--- config.mk ---
export PLATFORM = sky130hd
export DESIGN_NAME = mem_access_flat
export DESIGN_NICKNAME = d
export VERILOG_FILES = /design/src/rtl/mem_pkg.sv /design/src/rtl/mem_access_if.sv /design/src/rtl/mem_access_load_align.sv /design/src/rtl/mem_access.sv /design/src/flat_wrapper.sv
export SDC_FILE = /design/constraint.sdc
export NUM_CORES = 1
export LEC_CHECK = 0
export CAP_MARGIN = 5
export CORE_UTILIZATION = 60
export DETAILED_ROUTE_END_ITERATION = 10
export DONT_BUFFER_PORTS = 1
export PLACE_DENSITY = 0.77
export SLEW_MARGIN = 20
export SYNTH_ARGS = -nofsm -noshare
export SYNTH_HDL_FRONTEND = slang
export SYNTH_SLANG_ARGS = --single-unit
--- constraint.sdc ---
create_clock -name clk -period 4 [get_ports clk]
set_input_delay 1.2 -clock clk [delete_from_list [all_inputs] [get_ports clk]]
set_output_delay 1.2 -clock clk [all_outputs]
set_load 0.005 [all_outputs]
--- src/rtl/mem_pkg.sv ---
// Shared encodings for the memory-access stage: access sizes, FSM states and lane helpers.
package mem_pkg;

    typedef enum logic [1:0] {
        SZ_NONE = 2'b00,
        SZ_BYTE = 2'b01,
        SZ_HALF = 2'b10,
        SZ_WORD = 2'b11
    } size_e;

    typedef enum logic {
        ST_IDLE,
        ST_ACCESS
    } state_e;

    function automatic logic [3:0] lane_enable(size_e sz, logic [1:0] off);
        logic [3:0] be;
        be = '0;
        case (sz)
            SZ_BYTE: be = 4'b0001 << off;
            SZ_HALF: be = off[1] ? 4'b1100 : 4'b0011;
            SZ_WORD: be = '1;
            default: be = '0;
        endcase
        return be;
    endfunction

    function automatic logic [31:0] lane_data(size_e sz, logic [31:0] d);
        logic [31:0] w;
        w = '0;
        case (sz)
            SZ_BYTE: w = {4{d[7:0]}};
            SZ_HALF: w = {2{d[15:0]}};
            SZ_WORD: w = d;
            default: w = '0;
        endcase
        return w;
    endfunction

    function automatic logic misaligned(size_e sz, logic [1:0] off);
        return ((sz == SZ_HALF) && off[0]) || ((sz == SZ_WORD) && (off != 2'b00));
    endfunction

endpackage

--- src/rtl/mem_access_if.sv ---
// Data-memory port: word-addressed, byte-enabled request with a ready handshake.
interface mem_access_if;
    logic        dm_req;
    logic        dm_we;
    logic [29:0] dm_addr;
    logic [3:0]  dm_be;
    logic [31:0] dm_wdata;
    logic        dm_ready;
    logic [31:0] dm_rdata;

    modport master (
        output dm_req, dm_we, dm_addr, dm_be, dm_wdata,
        input  dm_ready, dm_rdata
    );

    modport slave (
        input  dm_req, dm_we, dm_addr, dm_be, dm_wdata,
        output dm_ready, dm_rdata
    );
endinterface

--- src/rtl/mem_access_load_align.sv ---
// load_align: selects the addressed lane of a read word and sign-extends byte/half loads.
module load_align
    import mem_pkg::*;
(
    input  logic [31:0] rdata,
    input  logic [1:0]  offset,
    input  size_e       size,
    output logic [31:0] data
);
    logic [7:0]  byte_sel;
    logic [15:0] half_sel;

    always_comb begin
        byte_sel = rdata[8*offset +: 8];
        half_sel = offset[1] ? rdata[31:16] : rdata[15:0];
        data     = '0;
        case (size)
            SZ_BYTE: data = {{24{byte_sel[7]}}, byte_sel};
            SZ_HALF: data = {{16{half_sel[15]}}, half_sel};
            SZ_WORD: data = rdata;
            default: data = '0;
        endcase
    end
endmodule

--- src/rtl/mem_access.sv ---
// Memory stage: issues sized loads/stores on the data-memory port and registers MEM/WB results.
// Optional macro MEM_ALIGN_CHECK_EN: misaligned half/word accesses complete at once, flagged, without a bus transaction.
module mem_access
    import mem_pkg::*;
(
    input  logic        clk,
    input  logic        reset,
    input  logic        valid_in,
    input  logic [1:0]  MemWrite_in,
    input  logic [1:0]  MemRead_in,
    input  logic        MemtoReg_in,
    input  logic        RegWrite_in,
    input  logic [4:0]  rd_in,
    input  logic [31:0] Aluout_in,
    input  logic [31:0] busB_in,
    output logic        mem_stall,
    mem_access_if.master dm,
    output logic        valid_out,
    output logic        MemtoReg_out,
    output logic        RegWrite_out,
    output logic [4:0]  rd_out,
    output logic [31:0] Aluout_out,
    output logic [31:0] mem_data_out,
    output logic        misalign_out
);
    state_e      state_q, state_d;
    logic        is_store, is_mem, misalign_req, start;
    size_e       req_size;

    logic [31:0] addr_q;
    size_e       size_q;
    logic        we_q;
    logic [3:0]  be_q;
    logic [31:0] wdata_q;
    logic        mtr_q, rw_q;
    logic [4:0]  rd_q;
    logic [31:0] load_data;

    // A store takes priority when both size fields are nonzero.
    assign is_store = (MemWrite_in != 2'b00);
    assign is_mem   = is_store || (MemRead_in != 2'b00);
    assign req_size = is_store ? size_e'(MemWrite_in) : size_e'(MemRead_in);

`ifdef MEM_ALIGN_CHECK_EN
    assign misalign_req = misaligned(req_size, Aluout_in[1:0]);
`else
    assign misalign_req = 1'b0;
`endif

    assign start = valid_in && is_mem && !misalign_req;

    always_ff @(posedge clk) begin
        if (!reset) state_q <= ST_IDLE;
        else        state_q <= state_d;
    end

    always_comb begin
        state_d   = state_q;
        mem_stall = 1'b0;
        dm.dm_req = 1'b0;
        case (state_q)
            ST_IDLE: begin
                if (start) begin
                    state_d   = ST_ACCESS;
                    mem_stall = 1'b1;
                end
            end
            ST_ACCESS: begin
                dm.dm_req = 1'b1;
                mem_stall = !dm.dm_ready;
                if (dm.dm_ready) state_d = ST_IDLE;
            end
            default: state_d = ST_IDLE;
        endcase
        if (!reset) mem_stall = 1'b0;
    end

    assign dm.dm_we    = dm.dm_req & we_q;
    assign dm.dm_be    = dm.dm_req ? be_q : '0;
    assign dm.dm_addr  = addr_q[31:2];
    assign dm.dm_wdata = wdata_q;

    load_align u_load_align (
        .rdata  (dm.dm_rdata),
        .offset (addr_q[1:0]),
        .size   (size_q),
        .data   (load_data)
    );

    always_ff @(posedge clk) begin
        if (!reset) begin
            addr_q       <= '0;
            size_q       <= SZ_NONE;
            we_q         <= 1'b0;
            be_q         <= '0;
            wdata_q      <= '0;
            mtr_q        <= 1'b0;
            rw_q         <= 1'b0;
            rd_q         <= '0;
            valid_out    <= 1'b0;
            MemtoReg_out <= 1'b0;
            RegWrite_out <= 1'b0;
            rd_out       <= '0;
            Aluout_out   <= '0;
            mem_data_out <= '0;
            misalign_out <= 1'b0;
        end else begin
            valid_out <= 1'b0;
            case (state_q)
                ST_IDLE: begin
                    if (valid_in && !start) begin
                        // Non-memory op, or misaligned access rejected without a transaction.
                        valid_out    <= 1'b1;
                        MemtoReg_out <= MemtoReg_in;
                        RegWrite_out <= RegWrite_in && !misalign_req;
                        rd_out       <= rd_in;
                        Aluout_out   <= Aluout_in;
                        mem_data_out <= '0;
                        misalign_out <= misalign_req;
                    end else if (start) begin
                        addr_q  <= Aluout_in;
                        size_q  <= req_size;
                        we_q    <= is_store;
                        be_q    <= lane_enable(req_size, Aluout_in[1:0]);
                        wdata_q <= lane_data(req_size, busB_in);
                        mtr_q   <= MemtoReg_in;
                        rw_q    <= RegWrite_in;
                        rd_q    <= rd_in;
                    end
                end
                ST_ACCESS: begin
                    if (dm.dm_ready) begin
                        valid_out    <= 1'b1;
                        MemtoReg_out <= mtr_q;
                        RegWrite_out <= rw_q;
                        rd_out       <= rd_q;
                        Aluout_out   <= addr_q;
                        mem_data_out <= we_q ? '0 : load_data;
                        misalign_out <= 1'b0;
                    end
                end
                default: ;
            endcase
        end
    end
endmodule

--- src/flat_wrapper.sv ---
// flat-port wrapper written by rule: the top's interface ports become plain ports
module mem_access_flat import mem_pkg::*;
  (clk, reset, valid_in, MemWrite_in, MemRead_in, MemtoReg_in, RegWrite_in, rd_in, Aluout_in, busB_in, mem_stall, valid_out, MemtoReg_out, RegWrite_out, rd_out, Aluout_out, mem_data_out, misalign_out, dm_dm_req, dm_dm_we, dm_dm_addr, dm_dm_be, dm_dm_wdata, dm_dm_ready, dm_dm_rdata);
  mem_access_if dm_i ();
  input  logic clk;
  input  logic reset;
  input  logic valid_in;
  input  logic [1:0] MemWrite_in;
  input  logic [1:0] MemRead_in;
  input  logic MemtoReg_in;
  input  logic RegWrite_in;
  input  logic [4:0] rd_in;
  input  logic [31:0] Aluout_in;
  input  logic [31:0] busB_in;
  output logic mem_stall;
  output logic valid_out;
  output logic MemtoReg_out;
  output logic RegWrite_out;
  output logic [4:0] rd_out;
  output logic [31:0] Aluout_out;
  output logic [31:0] mem_data_out;
  output logic misalign_out;
  output wire logic [$bits(dm_i.dm_req)-1:0] dm_dm_req;
  output wire logic [$bits(dm_i.dm_we)-1:0] dm_dm_we;
  output wire logic [$bits(dm_i.dm_addr)-1:0] dm_dm_addr;
  output wire logic [$bits(dm_i.dm_be)-1:0] dm_dm_be;
  output wire logic [$bits(dm_i.dm_wdata)-1:0] dm_dm_wdata;
  input wire logic [$bits(dm_i.dm_ready)-1:0] dm_dm_ready;
  input wire logic [$bits(dm_i.dm_rdata)-1:0] dm_dm_rdata;
  assign dm_dm_req = dm_i.dm_req;
  assign dm_dm_we = dm_i.dm_we;
  assign dm_dm_addr = dm_i.dm_addr;
  assign dm_dm_be = dm_i.dm_be;
  assign dm_dm_wdata = dm_i.dm_wdata;
  assign dm_i.dm_ready = dm_dm_ready;
  assign dm_i.dm_rdata = dm_dm_rdata;
  mem_access u_core (.clk(clk), .reset(reset), .valid_in(valid_in), .MemWrite_in(MemWrite_in), .MemRead_in(MemRead_in), .MemtoReg_in(MemtoReg_in), .RegWrite_in(RegWrite_in), .rd_in(rd_in), .Aluout_in(Aluout_in), .busB_in(busB_in), .mem_stall(mem_stall), .dm(dm_i), .valid_out(valid_out), .MemtoReg_out(MemtoReg_out), .RegWrite_out(RegWrite_out), .rd_out(rd_out), .Aluout_out(Aluout_out), .mem_data_out(mem_data_out), .misalign_out(misalign_out));
endmodule
==> out/metrics.cfg <==
[critical_path]
critical_path_arrival_ns = 1.98
path_max_fanout = 4
required_ns = 2.80
cp_cell_sequence = or4_4, nand2_2, a21oi_1
crit_path_top_delay_cell = or4_4
worstSetupPathType = primary input to output port
cp-end-kind = output port
cp-start-kind = primary input
cpPeakStageDelay_ns = 0.56

[power]
vdd_drop_max_mv = 0.331
p_per_area_nw_per_um2 = 510
power_leakage_uw = 0.00259

[global_routing]
grt-ovfl-total = 0
grt_pass1_wl_mm = 26.0
first_global_vias = 5304
antenna_found_initial = 0
grt_use_total_pct = 28.1
grt_max_degree = 87

[sta]
drv_slew = 0
max_clock_freq_ghz = 0.314
fin_tns_setup_ns = 0
period_needed_ns = 3.18
rsz0062_at_grt = no
fin_crit_sh_pct = 79.6
timing.hold.ws_ns = 0.455
hold_viol_final = 0
tightest_slew_ns = 1.09
finalSetupViolCount = 0
clock-skew-final_ns = 0.00653
slew_headroom_pct = 27.4

[cells_and_area]
nets = 836
stdcell_count = 878
fillers = 908
utilization_pct = 65.7
regArea_sq_um = 3020
diodes = 0
drive_gt1_share_pct = 12.1
final_cell_mix = dfxtp_1, nand2_1, a21oi_1
area_growth_pct = 5.10
multi_input_area_sq_um = 3330
mostFrequentLayoutCell = dfxtp_1

[yosys]
synthFlopType = dfxtp_1
synth-compound-area-share_pct = 26.0
synthSimpleGateAreaFrac_pct = 13.6
ys_warn_count = 0
muxShareOfSynthArea_pct = 8.28
synth_top_family_by_area = compound AO/OA/AOI/OAI gates
synth_edf_count = 0
syn_area_sq_um = 6890
synthAdderAreaFrac_pct = 0
synthCells = 792
yosys.cell_types.count = 44
syn-mean-instance-area_sq_um = 8.70
synthXorXnorAreaFrac_pct = 0
synth-seq-cells = 151
synth-async-reset-ratio_pct = 0
syn_nets = 903
seq_area_frac_synth_pct = 43.9

[clock_tree]
clk_path_buf_depth = 2
clk_pin_slew_ns = 0.06
cts.sinks = 151
ctsHoldBuffers = 0
cts_buffers = 17
htree_num_levels = 4
root_buffer = clkbuf_16
cts_tree = built
cts_resized = 0
post-cts-setup-buffers = 0
worstSkewPairLatency_ns = 0.42

[place]
portBuffers = 0
dpl.hpwl_mm = 11.9
place_inst = 846
place_congestion = 0.865

[floorplan]
rows = 38
core_sq_um = 11000
ios = 253
initial_core_util_pct = 62.5
die_h_um = 109
dieWidth_um = 109
die_area_sq_um = 11900

[detailed_routing]
drcViolationCount = 0
vias = 5620
post_drt_wl_per_cell_um = 19.9
firstDrtPassIters = 5
vias_per_cell = 6.40
finalWirelength_mm = 17.5
final_antenna_net_count = 0
drt_iter0_drc = 521

[job]
maxCapViolCount = 0

[outcome]
status = finished, final reports clean

[min_path]
hold_path_class = register to register

path summary, 6_finish.rpt:
| path | startpoint | depth (start not counted) | slack, ns | endpoint |
|---|---|---|---|---|
| max | MemRead_in[0] | 3 | 0.82 | mem_stall |
| min | u_core.rd_q[2]$_SDFFE_PN0P_ | 2 | 0.46 | u_core.rd_q[2]$_SDFFE_PN0P_ |
| max reg2reg | u_core.state_q$_SDFF_PN0_ | 5 | 1.88 | u_core.mem_data_out[7]$_SDFFE_PN0P_ |
| min reg2reg | u_core.rd_q[2]$_SDFFE_PN0P_ | 2 | 0.46 | u_core.rd_q[2]$_SDFFE_PN0P_ |
synthesized netlist by cell type (4+ instances only):
library cell	n	area, sq um
dfxtp_1	151	3020
nand2_1	129	484
a21oi_1	88	440
o21ai_0	57	285
mux2i_1	48	480
nor2_1	45	169
buf_4	40	300
clkbuf_1	33	124
a211oi_2	31	388
a22o_1	17	149
buf_2	17	85.1
nand3_1	17	85.1
a31oi_1	16	100
a211oi_1	11	82.6
and2_1	11	68.8
a21o_1	9	67.6
mux2_2	8	90.1
o211ai_1	8	60.1
a221o_1	7	70.1
o2bb2ai_1	7	61.3
nand2b_1	5	31.3
buf_1	4	15.0
worst max-delay path: cells and delay by family:
| family | cells | cell delay (ns) |
|---|---|---|
| compound gates | 1 | 0.12 |
| simple gates | 2 | 0.66 |
where the power goes:
group	total, uW	internal, uW	switching [uW]	leakage (uW)
Combinational	384	147	237	0.00107
Sequential	1680	1600	84.9	0.00124
Clock	1630	1010	622	0.000284
cells by family after synthesis:
family          Yosys count
other cells               1
compound gates          262
simple gates            221
buf+inv                 101
flops                   151
mux                      56
layer usage:
metal / global-route usage (%) / routed length, um / up-vias
met5: 0 / 0 / -
met1: 32.1 / 6700 / 2591
met3: 10.9 / 1960 / 67
li1: - / - / 2627
met4: 14.7 / 558 / 0
met2: 45.5 / 8300 / 335
flip-flops by register name, indices dropped and copies added, names as in the netlist:
name                 cells
u_core.dm.dm_wdata      32
u_core.RegWrite_out      1
u_core.valid_out         1
u_core.we_q              1
u_core.addr_q           32
u_core.mem_data_out     32
u_core.Aluout_out       32
u_core.state_q           1
u_core.rd_out            5
u_core.rd_q              5
u_core.mtr_q             1
u_core.rw_q              1
u_core.be_q              4
u_core.MemtoReg_out      1
u_core.size_q            2
layout make-up:
type / count / area share [%]
Sequential cell: 151 / 41.7
Tap cell: 140 / 2.42
Inverter: 5 / 0.276
Clock inverter: 12 / 2.09
Clock buffer: 20 / 6.30
Timing Repair Buffer: 10 / 1.21
Multi-Input combinational cell: 540 / 46.0
through the flow:
stage,area [sq um],power [uW],setup WS [ns]
final,7240,3700,0.818
after global routing,7240,3810,0.810
after CTS,7240,3710,0.813
after detailed placement,6640,2090,0.813
after global placement,6640,2070,0.816
after floorplan,6890,2040,0.655
No activity file was read; power rests on OpenSTA's default activity.
